<file path="config.mk">
export PLATFORM = sky130hd
export DESIGN_NAME = lane_symbol_gen
export DESIGN_NICKNAME = d
export VERILOG_FILES = /design/src/rtl/aurora_pkg.sv /design/src/rtl/idle_seq_lfsr.sv /design/src/rtl/lane_symbol_gen.sv
export SDC_FILE = /design/constraint.sdc
export NUM_CORES = 1
export LEC_CHECK = 0
export ABC_AREA = 0
export CORE_ASPECT_RATIO = 0.8
export CORE_UTILIZATION = 48
export CTS_CLUSTER_DIAMETER = 50
export DETAILED_ROUTE_END_ITERATION = 7
export PLACE_DENSITY = 0.86
export SYNTH_ARGS = -nofsm -noshare
export SYNTH_HDL_FRONTEND = slang
export SYNTH_SLANG_ARGS = --single-unit
</file>
<file path="constraint.sdc">
create_clock -name clk -period 4.9 [get_ports clk]
set_input_delay 1.225 -clock clk [delete_from_list [all_inputs] [get_ports clk]]
set_output_delay 1.225 -clock clk [all_outputs]
set_load 0.02 [all_outputs]
</file>
<file path="src/rtl/aurora_pkg.sv">
// rtl/aurora_pkg.sv - shared types and 8b/10b control characters for lane_symbol_gen
package aurora_pkg;

  typedef enum logic [2:0] {
    OS_NONE = 3'd0,
    OS_IDLE = 3'd1,
    OS_VER  = 3'd2
  } ordered_sets_t;

  typedef enum logic [2:0] {
    S_RESET = 3'd0,
    S_IDLE  = 3'd1,
    S_VER   = 3'd2,
    S_DATA  = 3'd3,
    S_CC    = 3'd4
  } state_t;

  localparam logic [7:0] K28_5 = 8'hBC;
  localparam logic [7:0] K28_3 = 8'h7C;
  localparam logic [7:0] K28_0 = 8'h1C;
  localparam logic [7:0] K23_7 = 8'hF7;
  localparam logic [7:0] D21_5 = 8'hB5;

  function automatic logic [15:0] sym_pair(input logic [7:0] b);
    return {b, b};
  endfunction

endpackage

</file>
<file path="src/rtl/idle_seq_lfsr.sv">
// rtl/idle_seq_lfsr.sv - idle symbol source: x^7+x^6+1 LFSR picks /K/ or /R/, a_cnt spaces /A/
module idle_seq_lfsr
  import aurora_pkg::*;
#(
  parameter int A_MIN = 16
) (
  input  logic        clk,
  input  logic        rst,
  input  logic        adv,
  output logic [15:0] sym
);

  logic [6:0] lfsr;
  logic [4:0] a_cnt;

  always_ff @(posedge clk or posedge rst) begin
    if (rst) begin
      lfsr  <= 7'h5A;
      a_cnt <= 5'(A_MIN);
    end else if (adv) begin
      lfsr <= {lfsr[5:0], lfsr[6] ^ lfsr[5]};
      // Reload uses the pre-advance LFSR so the gap matches the symbol just chosen.
      if (a_cnt == 5'd0) a_cnt <= 5'(A_MIN) + {1'b0, lfsr[3:0]};
      else               a_cnt <= a_cnt - 5'd1;
    end
  end

  always_comb begin
    sym = sym_pair(K28_5);
    if (a_cnt == 5'd0)  sym = sym_pair(K28_3);
    else if (lfsr[0])   sym = sym_pair(K28_0);
  end

endmodule

</file>
<file path="src/rtl/lane_symbol_gen.sv">
// rtl/lane_symbol_gen.sv - registered TX symbol pair generator (idle/verify/data, CC when CLK_COMP_EN)
module lane_symbol_gen
  import aurora_pkg::*;
#(
  parameter int A_MIN = 16
`ifdef CLK_COMP_EN
  ,
  parameter int CC_PERIOD = 5000,
  parameter int CC_LEN    = 6
`endif
) (
  input  logic          clk,
  input  logic          rst,
  input  ordered_sets_t ordered_sets,
  input  logic          init_finished,
  input  logic [15:0]   data_in,
  input  logic          data_valid,
  output logic          data_ready,
  output logic [15:0]   tx_data,
  output logic [1:0]    tx_charisk
);

  state_t      state, next_state;
  logic [15:0] tx_data_d;
  logic [1:0]  tx_charisk_d;
  logic        ready_c;
  logic        adv;
  logic [15:0] idle_sym;
  logic        cc_due;
  logic        cc_active;

  idle_seq_lfsr #(.A_MIN(A_MIN)) u_idle (
    .clk (clk),
    .rst (rst),
    .adv (adv),
    .sym (idle_sym)
  );

`ifdef CLK_COMP_EN
  localparam int CC_W = $clog2(CC_LEN + 1);
  logic [12:0]     cc_timer;
  logic [CC_W-1:0] cc_cnt;

  assign cc_due    = (cc_timer == 13'(CC_PERIOD - 1));
  assign cc_active = (state == S_CC) && (cc_cnt != '0);

  always_ff @(posedge clk or posedge rst) begin
    if (rst) begin
      cc_timer <= 13'd0;
      cc_cnt   <= '0;
    end else begin
      cc_timer <= cc_due ? 13'd0 : cc_timer + 13'd1;
      // cc_cnt holds the burst cycles still owed after the one being emitted.
      if (cc_due)         cc_cnt <= CC_W'(CC_LEN - 1);
      else if (cc_active) cc_cnt <= cc_cnt - 1'b1;
    end
  end
`else
  assign cc_due    = 1'b0;
  assign cc_active = 1'b0;
`endif

  always_comb begin
    next_state   = state;
    tx_data_d    = 16'h0000;
    tx_charisk_d = 2'b00;
    ready_c      = 1'b0;
    adv          = 1'b0;
    if (cc_due || cc_active) begin
      next_state   = S_CC;
      tx_data_d    = sym_pair(K23_7);
      tx_charisk_d = 2'b11;
    end else if (ordered_sets == OS_VER) begin
      next_state   = S_VER;
      tx_data_d    = {K28_5, D21_5};
      tx_charisk_d = 2'b10;
    end else if (ordered_sets == OS_NONE && init_finished) begin
      next_state = S_DATA;
      ready_c    = 1'b1;
      if (data_valid) begin
        tx_data_d    = data_in;
        tx_charisk_d = 2'b00;
      end else begin
        adv          = 1'b1;
        tx_data_d    = idle_sym;
        tx_charisk_d = 2'b11;
      end
    end else begin
      next_state   = S_IDLE;
      adv          = 1'b1;
      tx_data_d    = idle_sym;
      tx_charisk_d = 2'b11;
    end
  end

  assign data_ready = ready_c & ~rst;

  always_ff @(posedge clk or posedge rst) begin
    if (rst) begin
      state      <= S_RESET;
      tx_data    <= 16'h0000;
      tx_charisk <= 2'b00;
    end else begin
      state      <= next_state;
      tx_data    <= tx_data_d;
      tx_charisk <= tx_charisk_d;
    end
  end

endmodule

</file>
==> reports/metrics.yaml <==
status:
  outcome: "finished, final reports clean"
timing:
  fmax_mhz: 240.0
  finalSetupViolCount: 0
  skew_ns: 0.007494
  rsz0062_at_grt: "false"
  hold_viol: 0
  fin_hold_ws_ns: 0.5192
  worst_slew_pin_slew_ns: 0.6498
  maxSlewViolCount: 0
  period_minus_slack_ns: 4.167
  setup_ws_ns: 0.7332
  fin_tns_setup_ns: 0
  slew_headroom_pct: 56.07
  fin_crit_sh_pct: 85.04
routing:
  route.detailed.drc: 0
  drtIter0Drc: 33
  wl_per_cell_microns: 14.80
  vias: 954
  vias_per_cell: 5.300
  ant_nets: 0
  drt-total-wl_microns: 2664
  firstDrtPassIters: 4
yosys:
  synthFlopType: "dfrtp_1"
  yosysSeqAreaShare_pct: 60.68
  syn_inst: 97
  synth_cell_types: 37
  synth_fp_nets: 121
  yosysWarningCount: 0
  synth-edff-count: 0
  netlist_area_sq_um: 1247
  ys_ff_latch: 30
  syn_area_per_cell_sq_um: 12.86
  async_flop_share_pct: 100.0
worst_setup_path:
  worstSetupStartpointType: "input port"
  path_cells: "clkdlybuf4s50_1, nor4b_4, and2_1, clkdlybuf4s50_1"
  slowest_delay_ns: 0.60
  critPathMostFrequentCell: "clkdlybuf4s50_1"
  cp_top_family: "buffers and inverters"
  crit_fanout: 8
  slowest_stage: "clkdlybuf4s50_1"
  cp-end-kind: "primary output"
  cp.arrival_ns: 2.94
  cp_num_buf_inv: 2
  critical_path_class: "in2out"
  worstPathRequired_ns: 3.67
clocking:
  cts_tree: "done"
  path_clk_slew_ns: 0.09
  clock_path_buffers: 2
  htreeDepth: 2
  post_cts_resized: 0
  holdBufCountCts: 0
  clock_latency_ns: 0.33
  cts.sinks: 30
  cts-root-buf: "clkbuf_4"
  post_cts_buffers: 0
  cts-buffers-inserted: 5
place:
  portBuffers: 41
  place_congestion: 0.8089
  dp_hpwl_microns: 1916
  dp.cells: 172
  pre_cts_slack_ns: 0.7266
  placed_cell_area_sq_um: 1688
global_route:
  gr-usage-met1_pct: 23.54
  use_met2_pct: 34.55
  track_usage_pct: 21.05
  antenna_found_initial: 0
  globalRouteOverflowTotal: 0
  grt_pass1_wl_microns: 3988
  met3_usage_pct: 8.919
  globalRoute.busiestLayer: "met2"
  grt_start_max_net_pins: 31
  grt_pass1_vias: 874
layout:
  multiInputGateArea_sq_um: 434.2
  design_area_sq_um: 1748
  antenna_cells: 0
  final_util_pct: 70.99
  syn_to_final_growth_pct: 40.12
  final_nets: 167
  ff_latch_area_sq_um: 757.0
  n_fill_cell: 173
  drive_above_1_share_pct: 16.67
  final-instance-count-excl-fill: 180
min_path:
  min_path_type: "reg2reg"
floorplanning:
  die_width_microns: 59.00
  design.core.area_sq_um: 2462
  rows: 16
  die-area_sq_um: 2808
  fp.dieH_microns: 47.60
  start_util_pct: 50.66
  ioPinCount: 42
power_and_ir_drop:
  power_density_nw_per_um2: 446.5
  power_switching_mw: 0.2481
  total_leakage_power_nw: 0.7309
  total_power_mw: 0.7804
  pwr-share-clk_pct: 19.5
  p_int_mw: 0.5323
  p_sw_share_pct: 31.79
  peakVddDrop_mv: 0.2816
  p_seq_share_pct: 49.3
  combPwrFrac_pct: 31.2
run:
  max_cap_viol_count: 0
==> metal layers <==
layer / up-vias / wire length, microns
li1: 434 / -
met1: 456 / 1101
met2: 54 / 1245
met3: 10 / 241
met4: 0 / 75
met5: - / 0
==> layout make-up <==
cell class,instances,share of cell area [%]
sequential,30,43.31
multi-input combinational,55,24.84
timing repair buffer,42,23.91
clock buffer,7,3.150
tap,36,2.577
inverter,9,1.933
clock inverter,1,0.2863
==> power groups by stage <==
stage | Clock, mW | Combinational [mW] | Sequential (mW)
after floorplan | 0 | 0.128 | 0.402
after global placement | 0 | 0.229 | 0.385
after detailed placement | 0 | 0.241 | 0.389
after CTS | 0.154 | 0.244 | 0.384
after global routing | 0.165 | 0.267 | 0.393
final | 0.152 | 0.243 | 0.385
==> state kept, by name, summed over array words and instances, names as in the netlist <==
name          count
tx_data          16
u_idle.lfsr       7
u_idle.a_cnt      5
tx_charisk        2
==> worst register-to-register path: cells and delay by family (launching register included) <==
kind | cells | cell delay (ns)
buffers and inverters | 1 | 0.07
and+or+nand+nor | 1 | 0.56
DFF | 1 | 0.42
AOI/OAI and AO/OA | 2 | 0.45
adders and majority gates | 1 | 0.19
==> layout by cell type, fill, tap and decap left out, drive strengths merged, types with 2 or more instances in the layout <==
cell,count
and2,2
o211ai,2
nor3,2
clkbuf,7
o22a,2
nand2b,5
o2bb2ai,3
nand3,3
nand2,3
dfrtp,25
mux2i,2
o311ai,2
dfstp,5
clkdlybuf4s50,41
nor4b,2
and3,3
inv,9
nor2,2
o21ai,4
a21oi,2
mux2,6
==> kinds of logic after synthesis <==
kind of cell               count (synthesis)  share of synthesized area [%]
DFF                                       30                          60.68
and+or+nand+nor                           24                          13.04
AOI/OAI and AO/OA                         20                          12.04
buffers and inverters                     12                          4.514
muxes                                      8                          7.321
xor gates and xnor gates                   2                          1.404
adders and majority gates                  1                          1.003
==> synthesized netlist by cell type (all sizes together), types with 2 or more instances <==
cell     number  share of area (%)
dfrtp        25                 50
and2          2                1.0
o2bb2ai       3                2.1
o22a          2                1.4
buf           2                1.5
mux2i         2                1.6
nand2         3               0.90
o211ai        2                1.2
and3          3                1.5
inv           9                2.7
nand3         3                1.2
o21ai         4                1.6
mux2          6                5.7
o311ai        2                1.4
a21oi         2                1.1
dfstp         5                 11
nor3          2               0.80
nor4b         2                2.6
nor2          2                1.2
nand2b        5                2.5
==> worst paths after layout <==
| kind | startpoint | end | slack [ns] | cells after the start |
|---|---|---|---|---|
| min in group asynchronous | rst | u_idle.a_cnt[0]$_DFFE_PP0P_ | 1.36 | 3 |
| worst max-delay path | ordered_sets[1] | data_ready | 0.73 | 4 |
| worst max register to register | u_idle.a_cnt[0]$_DFFE_PP0P_ | u_idle.a_cnt[3]$_DFFE_PP0P_ | 3.11 | 5 |
| worst min register to register | u_idle.a_cnt[4]$_DFFE_PP1P_ | u_idle.a_cnt[4]$_DFFE_PP1P_ | 0.52 | 1 |
| worst min-delay path | u_idle.a_cnt[4]$_DFFE_PP1P_ | u_idle.a_cnt[4]$_DFFE_PP1P_ | 0.52 | 1 |
| max in group asynchronous | rst | u_idle.lfsr[6]$_DFFE_PP1P_ | 3.23 | 3 |
Note: power is estimated with default switching activity, not from simulation.
